--- config.mk ---
export PLATFORM = sky130hd
export DESIGN_NAME = axis_governor
export DESIGN_NICKNAME = d
export VERILOG_FILES = /design/src/rtl/axis_governor.sv
export SDC_FILE = /design/constraint.sdc
export NUM_CORES = 1
export LEC_CHECK = 0
export CAP_MARGIN = 20
export CELL_PAD_IN_SITES_DETAIL_PLACEMENT = 0
export CELL_PAD_IN_SITES_GLOBAL_PLACEMENT = 2
export CORE_ASPECT_RATIO = 0.5
export CORE_MARGIN = 8
export CORE_UTILIZATION = 26
export CTS_CLUSTER_SIZE = 16
export DETAILED_ROUTE_END_ITERATION = 10
export PLACE_DENSITY = 0.94
export SYNTH_ARGS = -nofsm -noshare
export SYNTH_HDL_FRONTEND = slang
export SYNTH_SLANG_ARGS = --single-unit
export TNS_END_PERCENT = 20
--- constraint.sdc ---
create_clock -name clk -period 5.3 [get_ports clk]
set_clock_uncertainty 0.15 [all_clocks]
set_input_delay 0.53 -clock clk [delete_from_list [all_inputs] [get_ports clk]]
set_output_delay 0.53 -clock clk [all_outputs]
set_load 0.005 [all_outputs]
--- src/rtl/axis_governor.sv ---
// AXI-Stream packet governor: passes, pauses or drops whole packets on command,
// logging every accepted flit and counting forwarded and discarded packets.
module axis_governor #(
    parameter int unsigned DATA_WIDTH = 64,
    parameter int unsigned CNT_WIDTH  = 32
) (
    input  logic                      clk,
    input  logic                      rstn,
    input  logic [DATA_WIDTH-1:0]     s_tdata,
    input  logic [DATA_WIDTH/8-1:0]   s_tkeep,
    input  logic                      s_tlast,
    input  logic                      s_tvalid,
    output logic                      s_tready,
    output logic [DATA_WIDTH-1:0]     m_tdata,
    output logic [DATA_WIDTH/8-1:0]   m_tkeep,
    output logic                      m_tlast,
    output logic                      m_tvalid,
    input  logic                      m_tready,
    input  logic                      pause,
    input  logic                      drop,
    output logic                      log_valid,
    output logic [DATA_WIDTH-1:0]     log_tdata,
    output logic [DATA_WIDTH/8-1:0]   log_tkeep,
    output logic                      log_tlast,
    output logic                      log_dropped,
    output logic [CNT_WIDTH-1:0]      pkt_passed,
    output logic [CNT_WIDTH-1:0]      pkt_dropped
);

    localparam int unsigned KEEP_WIDTH = DATA_WIDTH / 8;

    typedef enum logic [1:0] {
        MODE_PASS  = 2'd0,
        MODE_PAUSE = 2'd1,
        MODE_DROP  = 2'd2
    } mode_t;

    mode_t cmd_mode_c;
    mode_t eff_mode_c;
    mode_t pkt_mode;
    logic  in_pkt;
    logic  accept_c;

    // Commands only matter at a packet boundary; mid-packet the latched mode rules.
    always_comb begin
        cmd_mode_c = MODE_PASS;
        if (pause) begin
            cmd_mode_c = MODE_PAUSE;
        end else if (drop) begin
            cmd_mode_c = MODE_DROP;
        end
        eff_mode_c = in_pkt ? pkt_mode : cmd_mode_c;
    end

    // Handshake gating; data always follows the input so only valid/ready change.
    always_comb begin
        s_tready = 1'b0;
        m_tvalid = 1'b0;
        case (eff_mode_c)
            MODE_PASS: begin
                s_tready = m_tready;
                m_tvalid = s_tvalid;
            end
            MODE_DROP: begin
                s_tready = 1'b1;
            end
            default: begin
                s_tready = 1'b0;
                m_tvalid = 1'b0;
            end
        endcase
    end

    assign m_tdata  = s_tdata;
    assign m_tkeep  = s_tkeep;
    assign m_tlast  = s_tlast;
    assign accept_c = s_tvalid & s_tready;

    always_ff @(posedge clk or negedge rstn) begin
        if (!rstn) begin
            in_pkt      <= 1'b0;
            pkt_mode    <= MODE_PASS;
            log_valid   <= 1'b0;
            log_tdata   <= '0;
            log_tkeep   <= KEEP_WIDTH'(0);
            log_tlast   <= 1'b0;
            log_dropped <= 1'b0;
            pkt_passed  <= '0;
            pkt_dropped <= '0;
        end else begin
            log_valid <= accept_c;
            if (accept_c) begin
                in_pkt      <= ~s_tlast;
                pkt_mode    <= eff_mode_c;
                log_tdata   <= s_tdata;
                log_tkeep   <= s_tkeep;
                log_tlast   <= s_tlast;
                log_dropped <= (eff_mode_c == MODE_DROP);
                if (s_tlast) begin
                    if (eff_mode_c == MODE_PASS) begin
                        pkt_passed <= pkt_passed + CNT_WIDTH'(1);
                    end
                    if (eff_mode_c == MODE_DROP) begin
                        pkt_dropped <= pkt_dropped + CNT_WIDTH'(1);
                    end
                end
            end
        end
    end

endmodule

==> results of run 1 <==
sequential cells by signal, summed over array words and instances (netlist names):
name         count
in_pkt           1
pkt_dropped     32
pkt_mode         2
log_tdata       64
pkt_passed      32
log_valid        1
log_tlast        1
log_tkeep        8
log_dropped      1
power groups by stage:
| stage | Clock [mW] | Combinational (mW) | Sequential [mW] |
|---|---|---|---|
| after floorplan | 0 | 0.406 | 1.59 |
| after global placement | 0 | 1.30 | 1.57 |
| after detailed placement | 0 | 1.32 | 1.58 |
| after CTS | 1.29 | 1.32 | 1.56 |
| after global routing | 1.33 | 1.39 | 1.60 |
| final | 1.24 | 1.28 | 1.56 |
metrics by stage:
step / cells / instance area (um^2) / util (%) / worst slack, ns / total power [mW]
floorplan: 669 / 6420 / - / 3.00 / 2.00
finish: 1237 / 9770 / 40.5 / 2.40 / 4.08
global placement: 1205 / 9160 / 38.0 / 2.39 / 2.87
detailed placement: 1205 / 9160 / 38.0 / 2.39 / 2.89
global route: 1237 / 9770 / 40.5 / 2.31 / 4.32
CTS: 1237 / 9770 / 40.5 / 2.39 / 4.17
cells in the final DEF (no fill, tap or decap), types with 3 or more instances in the layout:
master           instances
and2_1                   3
and4_1                   6
nand3_1                 21
inv_1                    7
xnor2_1                 39
clkbuf_16               17
nor3_1                  10
and3_1                   7
clkinvlp_4               5
dfrtp_1                142
nor2_1                  19
clkdlybuf4s50_1        291
bufinv_16                3
buf_4                    3
xor2_1                  23
nand4_1                 17
nand2_1                250
inv_6                    4
cell families (layout without fill, tap and decap cells):
group	after synthesis	count (layout)	share of synthesized area (%)
AND/OR/NAND/NOR	346	346	23.4
flip-flops	142	142	55.3
buffers and inverters	103	335	10.3
XOR/XNOR	62	62	8.46
AO/OA/AOI/OAI	12	12	1.75
adder cells (fa/ha/maj)	2	2	0.390
multiplexers	2	2	0.331
layer usage:
layer / up-vias / track usage [%] / share of wire (%)
li1: 2509 / - / -
met1: 2549 / 14.5 / 40
met2: 71 / 25.2 / 56
met3: 20 / 3.15 / 2.7
met4: 0 / 4.39 / 1.7
met5: - / 0 / 0
critical path: stages:
cell             delay, ns
clkdlybuf4s50_1       0.44
or3_1                 0.48
a21boi_0              0.22
clkdlybuf4s50_1       0.55
worst max-delay path by stage:
stage                      from                     endpoint  slack [ns]  cells after the start
after floorplan           pause   pkt_passed[24]$_DFFE_PN0P_        3.00                      6
after CTS                 pause                     m_tvalid        2.39                      4
final                     pause                     m_tvalid        2.40                      4
after detailed placement   drop  pkt_dropped[24]$_DFFE_PN0P_        2.39                      6
after global placement     drop  pkt_dropped[24]$_DFFE_PN0P_        2.39                      6
after global routing      pause                     m_tvalid        2.31                      4
area by class of cell:
type	count	area, um^2	share of cell area (%)
Inverter	8	30.0	0.307
Multi-Input combinational cell	424	2210	22.6
Clock inverter	15	185	1.90
Tap cell	336	420	4.30
Clock buffer	17	425	4.36
Timing Repair Buffer	295	2950	30.2
Sequential cell	142	3550	36.4
==> run metrics, run 1 <==
status finished clean; RR Endpoint pkt_dropped[24]$_DFFE_PN0P_; Final Max Slew Viols 0; Unique masters post-synth 40; Cells after Synth 669; Worst setup EP type output port; CTS Hold Bufs 0; Yosys top cell by area dfrtp_1; die footprint between 0.03 and 0.04 mm^2; switching part of the total roughly 30%; Port Buffers between 200 and 300; Critical Path AT approximately 2.2 ns; vias in the first global route between 5000 and 6000; peak supply drop between 150 and 200 uV; post-DR vias/cell between 4 and 5; Main synth FF type dfrtp_1; PostCTS Resize Cnt 0; drc violations 0; unrepaired setup endpoints after global routing false; number of antenna violations at the first check in global routing 0; total number of vias between 5000 and 6000; die height around 130 um; gpl congestion between 0.8 and 0.9; final count of hold timing violations 0; Die Width roughly 240 um; Post-Route WL just over 20 mm; Mapped Area about 0.0064 mm^2; Fmax roughly 0.34 GHz; Int Pwr about 2.9 mW; diode count 0; EDFF count, synth 0; FP Rows 40; first-pass GRT wire length 31.6 mm; Skew-Pair Late Insertion Delay between 0.4 and 0.5 ns; Critical Path Fanout Max 5; syn_area_per_cell slightly below 10 um^2; sequential power share roughly two fifths; Setup Crit Path Kind primary input to output port; routed length per instance between 15 and 20 um; clock sink total 142; net switching power approximately 1.2 mW; Setup Buffers After CTS 0; r2r startpoint in_pkt$_DFFE_PN0P_; R2R Setup Slk 3.00 ns; final setup fails 0; antenna-violating nets left 0; H-tree level count 4; DPL Wire Length about 16 mm; clock buffer depth 2; CTS tree yes; most frequent cell after synthesis nand2_1; Commonest cells post-synth nand2_1, dfrtp_1, buf_4; Clk pwr share a little over 30%; syn_nets 750; cts bufs inserted 17; Combinational Power Share 31.4%; measured slew at the worst slew-check pin 0.806 ns; # IOs 293; Reg2Reg Depth 5; area growth from synthesis to layout 52.1%; Nets 969; Worst Hold Slack around 0.0090 ns; Root Driver clkbuf_16; Seq/Total Area, Yosys approximately 55%; final worst path period share between 50% and 60%; Post-Route Setup TNS 0 ns; fraction of registers with async set/reset 100%; Seq cells post-synth roughly 140; largest net degree at the start of global routing 85; top-area cell type share of the netlist area between 50% and 60%; share of layout cells above drive strength 1 around 5.7%; total track usage about an eighth; Leak roughly 4.4 nW; Slew headroom ~46%; # fillers about 2400; Critical Path RT about 4.6 ns; shortest period the worst path allows between 2 and 3 ns; 1st-iter DRT viols 302; PwrDens approximately 420 mW/mm^2; drt pass-1 iters 6; Synthesis Warnings 0; Worst-path clk slew 0.07 ns; grt total ovfl 0; synth top area cells dfrtp_1, nand2_1, buf_4, xnor2_1, xor2_1; max_cap viols 0; nature of the critical path startpoint primary input; CORE AREA 0.0241 mm^2; Min-Delay Path Class primary input to async pin; Initial Util 26.6%
No activity file was read; power rests on OpenSTA's default activity.
==> run 2: changes to the inputs <==
Settings changed: CORE_UTILIZATION 26 to 21, PLACE_DENSITY 0.94 to 0.82.
Clock period 5.3 ns to 2.6 ns, I/O delays scaled along.
==> run metrics, run 2 (synthesis results as in run 1) <==
status finished clean; final worst path period share roughly nine tenths; PwrDens 844 mW/mm^2 (+100%); Worst-path clk slew 0.06 ns (about the same); number of antenna violations at the first check in global routing 0 (unchanged); Min-Delay Path Class primary input to register; Tot Pwr 8.42 mW (+110%); H-tree level count 4 (unchanged); Combinational Power Share 31.7% (+0.3 points); max_cap viols 0 (unchanged); final count of hold timing violations 0 (unchanged); Int Pwr 5.91 mW (+110%); Final Max Slew Viols 0 (unchanged); die footprint 0.0368 mm^2 (+21%); Fmax 0.437 GHz; Post-Route Setup TNS 0 ns (unchanged); antenna-violating nets left 0 (unchanged); net switching power 2.51 mW (+110%); drc violations 0 (unchanged); largest net degree at the start of global routing 65 (-24%); switching part of the total 29.8% (-0.20 points); Critical Path Fanout Max 6 (+1); nature of the critical path startpoint register; Nets 981 (+1.2%); sequential power share 37.7% (-0.5 points); shortest period the worst path allows 2.29 ns; dpl cells 1279 (+6.1%); routed length per instance 16.4 um (+0.14%); Root Driver clkbuf_16; Post-Route WL 21.5 mm (+6.2%); clock sink total 142 (unchanged); 1st-iter DRT viols 213 (-29%); Setup Crit Path Kind register to output port; drt pass-1 iters 4 (-2); post-DR vias/cell 3.95 (-5.1%); Skew-Pair Late Insertion Delay 0.42 ns (about the same); peak supply drop 342 uV (+78%); Die Width 263 um (+11%); largest register by flop count log_tdata; total number of vias 5181 (+0.62%); CTS tree yes; clock buffer depth 2 (unchanged); Hold Crit Depth 3; DPL Wire Length 16.8 mm (+7.4%); total track usage 11.6% (-1.6 points); non-filler cells, final 1312 (+6.1%); Port Buffers 292 (unchanged); # IOs 293 (unchanged); final setup fails 0 (unchanged); Initial Util 21.2% (-5.4 points); Critical Path AT 1.88 ns (-0.34 ns); unrepaired setup endpoints after global routing false; commonest non-fill, non-tap cell in the layout clkdlybuf4s50_1; gpl congestion 0.797 (-2.3%); Clk pwr share 30.6% (about the same); diode count 0 (unchanged); Worst setup EP type output port; share of layout cells above drive strength 1 6.68% (+1.0 points); Reg2Reg Depth 5 (unchanged); area growth from synthesis to layout 55.3%; Critical Path RT 2.19 ns (-2.43 ns); CORE AREA 0.0302 mm^2 (+25%); vias in the first global route 5604 (+3.5%); die height 140 um (+9.9%); first-pass GRT wire length 33.9 mm (+7.2%); max reg flops 64 (unchanged); largest registers log_tdata x64, pkt_dropped x32, pkt_passed x32; Leak 4.51 nW (+2.0%); most frequent cells in the layout clkdlybuf4s50_1, nand2_1, dfrtp_1; measured slew at the worst slew-check pin 0.626 ns (-0.179 ns); FP Rows 45 (+13%); Slew headroom 58.2% (+12 points); cts bufs inserted 17 (unchanged); grt total ovfl 0 (unchanged)
-- run 2: cell types whose count changed in the layout (fill, tap and decap cells not counted), moves of 2 or more --
cell | before | now
buf_4 | 3 | 11
clkbuf_8 | 0 | 2
clkinv_2 | 1 | 3
clkinv_4 | 2 | 0
buf_12 | 0 | 3
clkinvlp_4 | 5 | 2
-- run 2: critical path: stages (launching register included) --
cell and delay [ns]:
dfrtp_1 0.44, or3_1 0.41, buf_4 0.17, a21boi_0 0.15, dlygate4sd2_1 0.28
-- run 2: per-layer routing --
layer	vias to the layer above	global-route usage, %	wire length, um
met1	2562	12.6	8370
met3	30	2.41	490
met5	-	0	0
li1	2531	-	-
met2	58	22.3	12200
met4	0	4.09	504
-- run 2: final cells by class --
| class | instances | area (um^2) |
|---|---|---|
| Multi-Input combinational cell | 424 | 2210 |
| Clock buffer | 20 | 457 |
| Tap cell | 399 | 499 |
| Fill cell | 3053 | 20300 |
| Inverter | 8 | 30.0 |
| Clock inverter | 12 | 155 |
| Sequential cell | 142 | 3550 |
| Timing Repair Buffer | 307 | 3080 |
-- run 2: timing repair --
| item | CTS | global route |
|---|---|---|
| resized for setup | 1 | 0 |
| endpoints found under the setup margin | 1 | 0 |
| endpoints found under the hold margin | 62 | 0 |
| hold buffers | 1 | 0 |
| setup buffers | 0 | 0 |
-- run 2: per-stage QoR --
step	area [um^2]	hold WS, ns	worst slack, ns	util [%]
3_5_place_dp	9360	0.164	0.101	30.9
3_3_place_gp	9360	0.152	0.143	30.9
4_1_cts	9980	0.214	0.258	33.0
6_report	9980	0.240	0.310	33.0
5_1_grt	9980	0.228	0.205	33.0
2_1_floorplan	6420	-0.186	0.440	-
-- run 2: path summary, 6_finish.rpt --
check | start | endpoint | slack [ns]
hold / removal | s_tdata[22] | log_tdata[22]$_DFFE_PN0P_ | 0.24
setup reg to reg | in_pkt$_DFFE_PN0P_ | pkt_passed[24]$_DFFE_PN0P_ | 0.32
setup / recovery | in_pkt$_DFFE_PN0P_ | m_tvalid | 0.31
max in group asynchronous | rstn | log_tdata[13]$_DFFE_PN0P_ | 1.27
min in group asynchronous | rstn | pkt_passed[5]$_DFFE_PN0P_ | 0.25
hold reg to reg | log_tdata[61]$_DFFE_PN0P_ | log_tdata[61]$_DFFE_PN0P_ | 0.32
-- run 2: power by group through the flow --
stage          Sequential (mW)  Combinational (mW)  Clock, mW
5_1_grt                   3.27                2.91       2.75
3_3_place_gp              3.20                2.73          0
4_1_cts                   3.18                2.76       2.66
2_1_floorplan             3.24               0.829          0
3_5_place_dp              3.21                2.75          0
6_report                  3.18                2.67       2.58
==> run 3: changes to the inputs <==
Settings changed: SLEW_MARGIN from default to 20.
==> results of run 3 <==
Same layout as run 2: the final DEF is identical, and so are final timing and power.
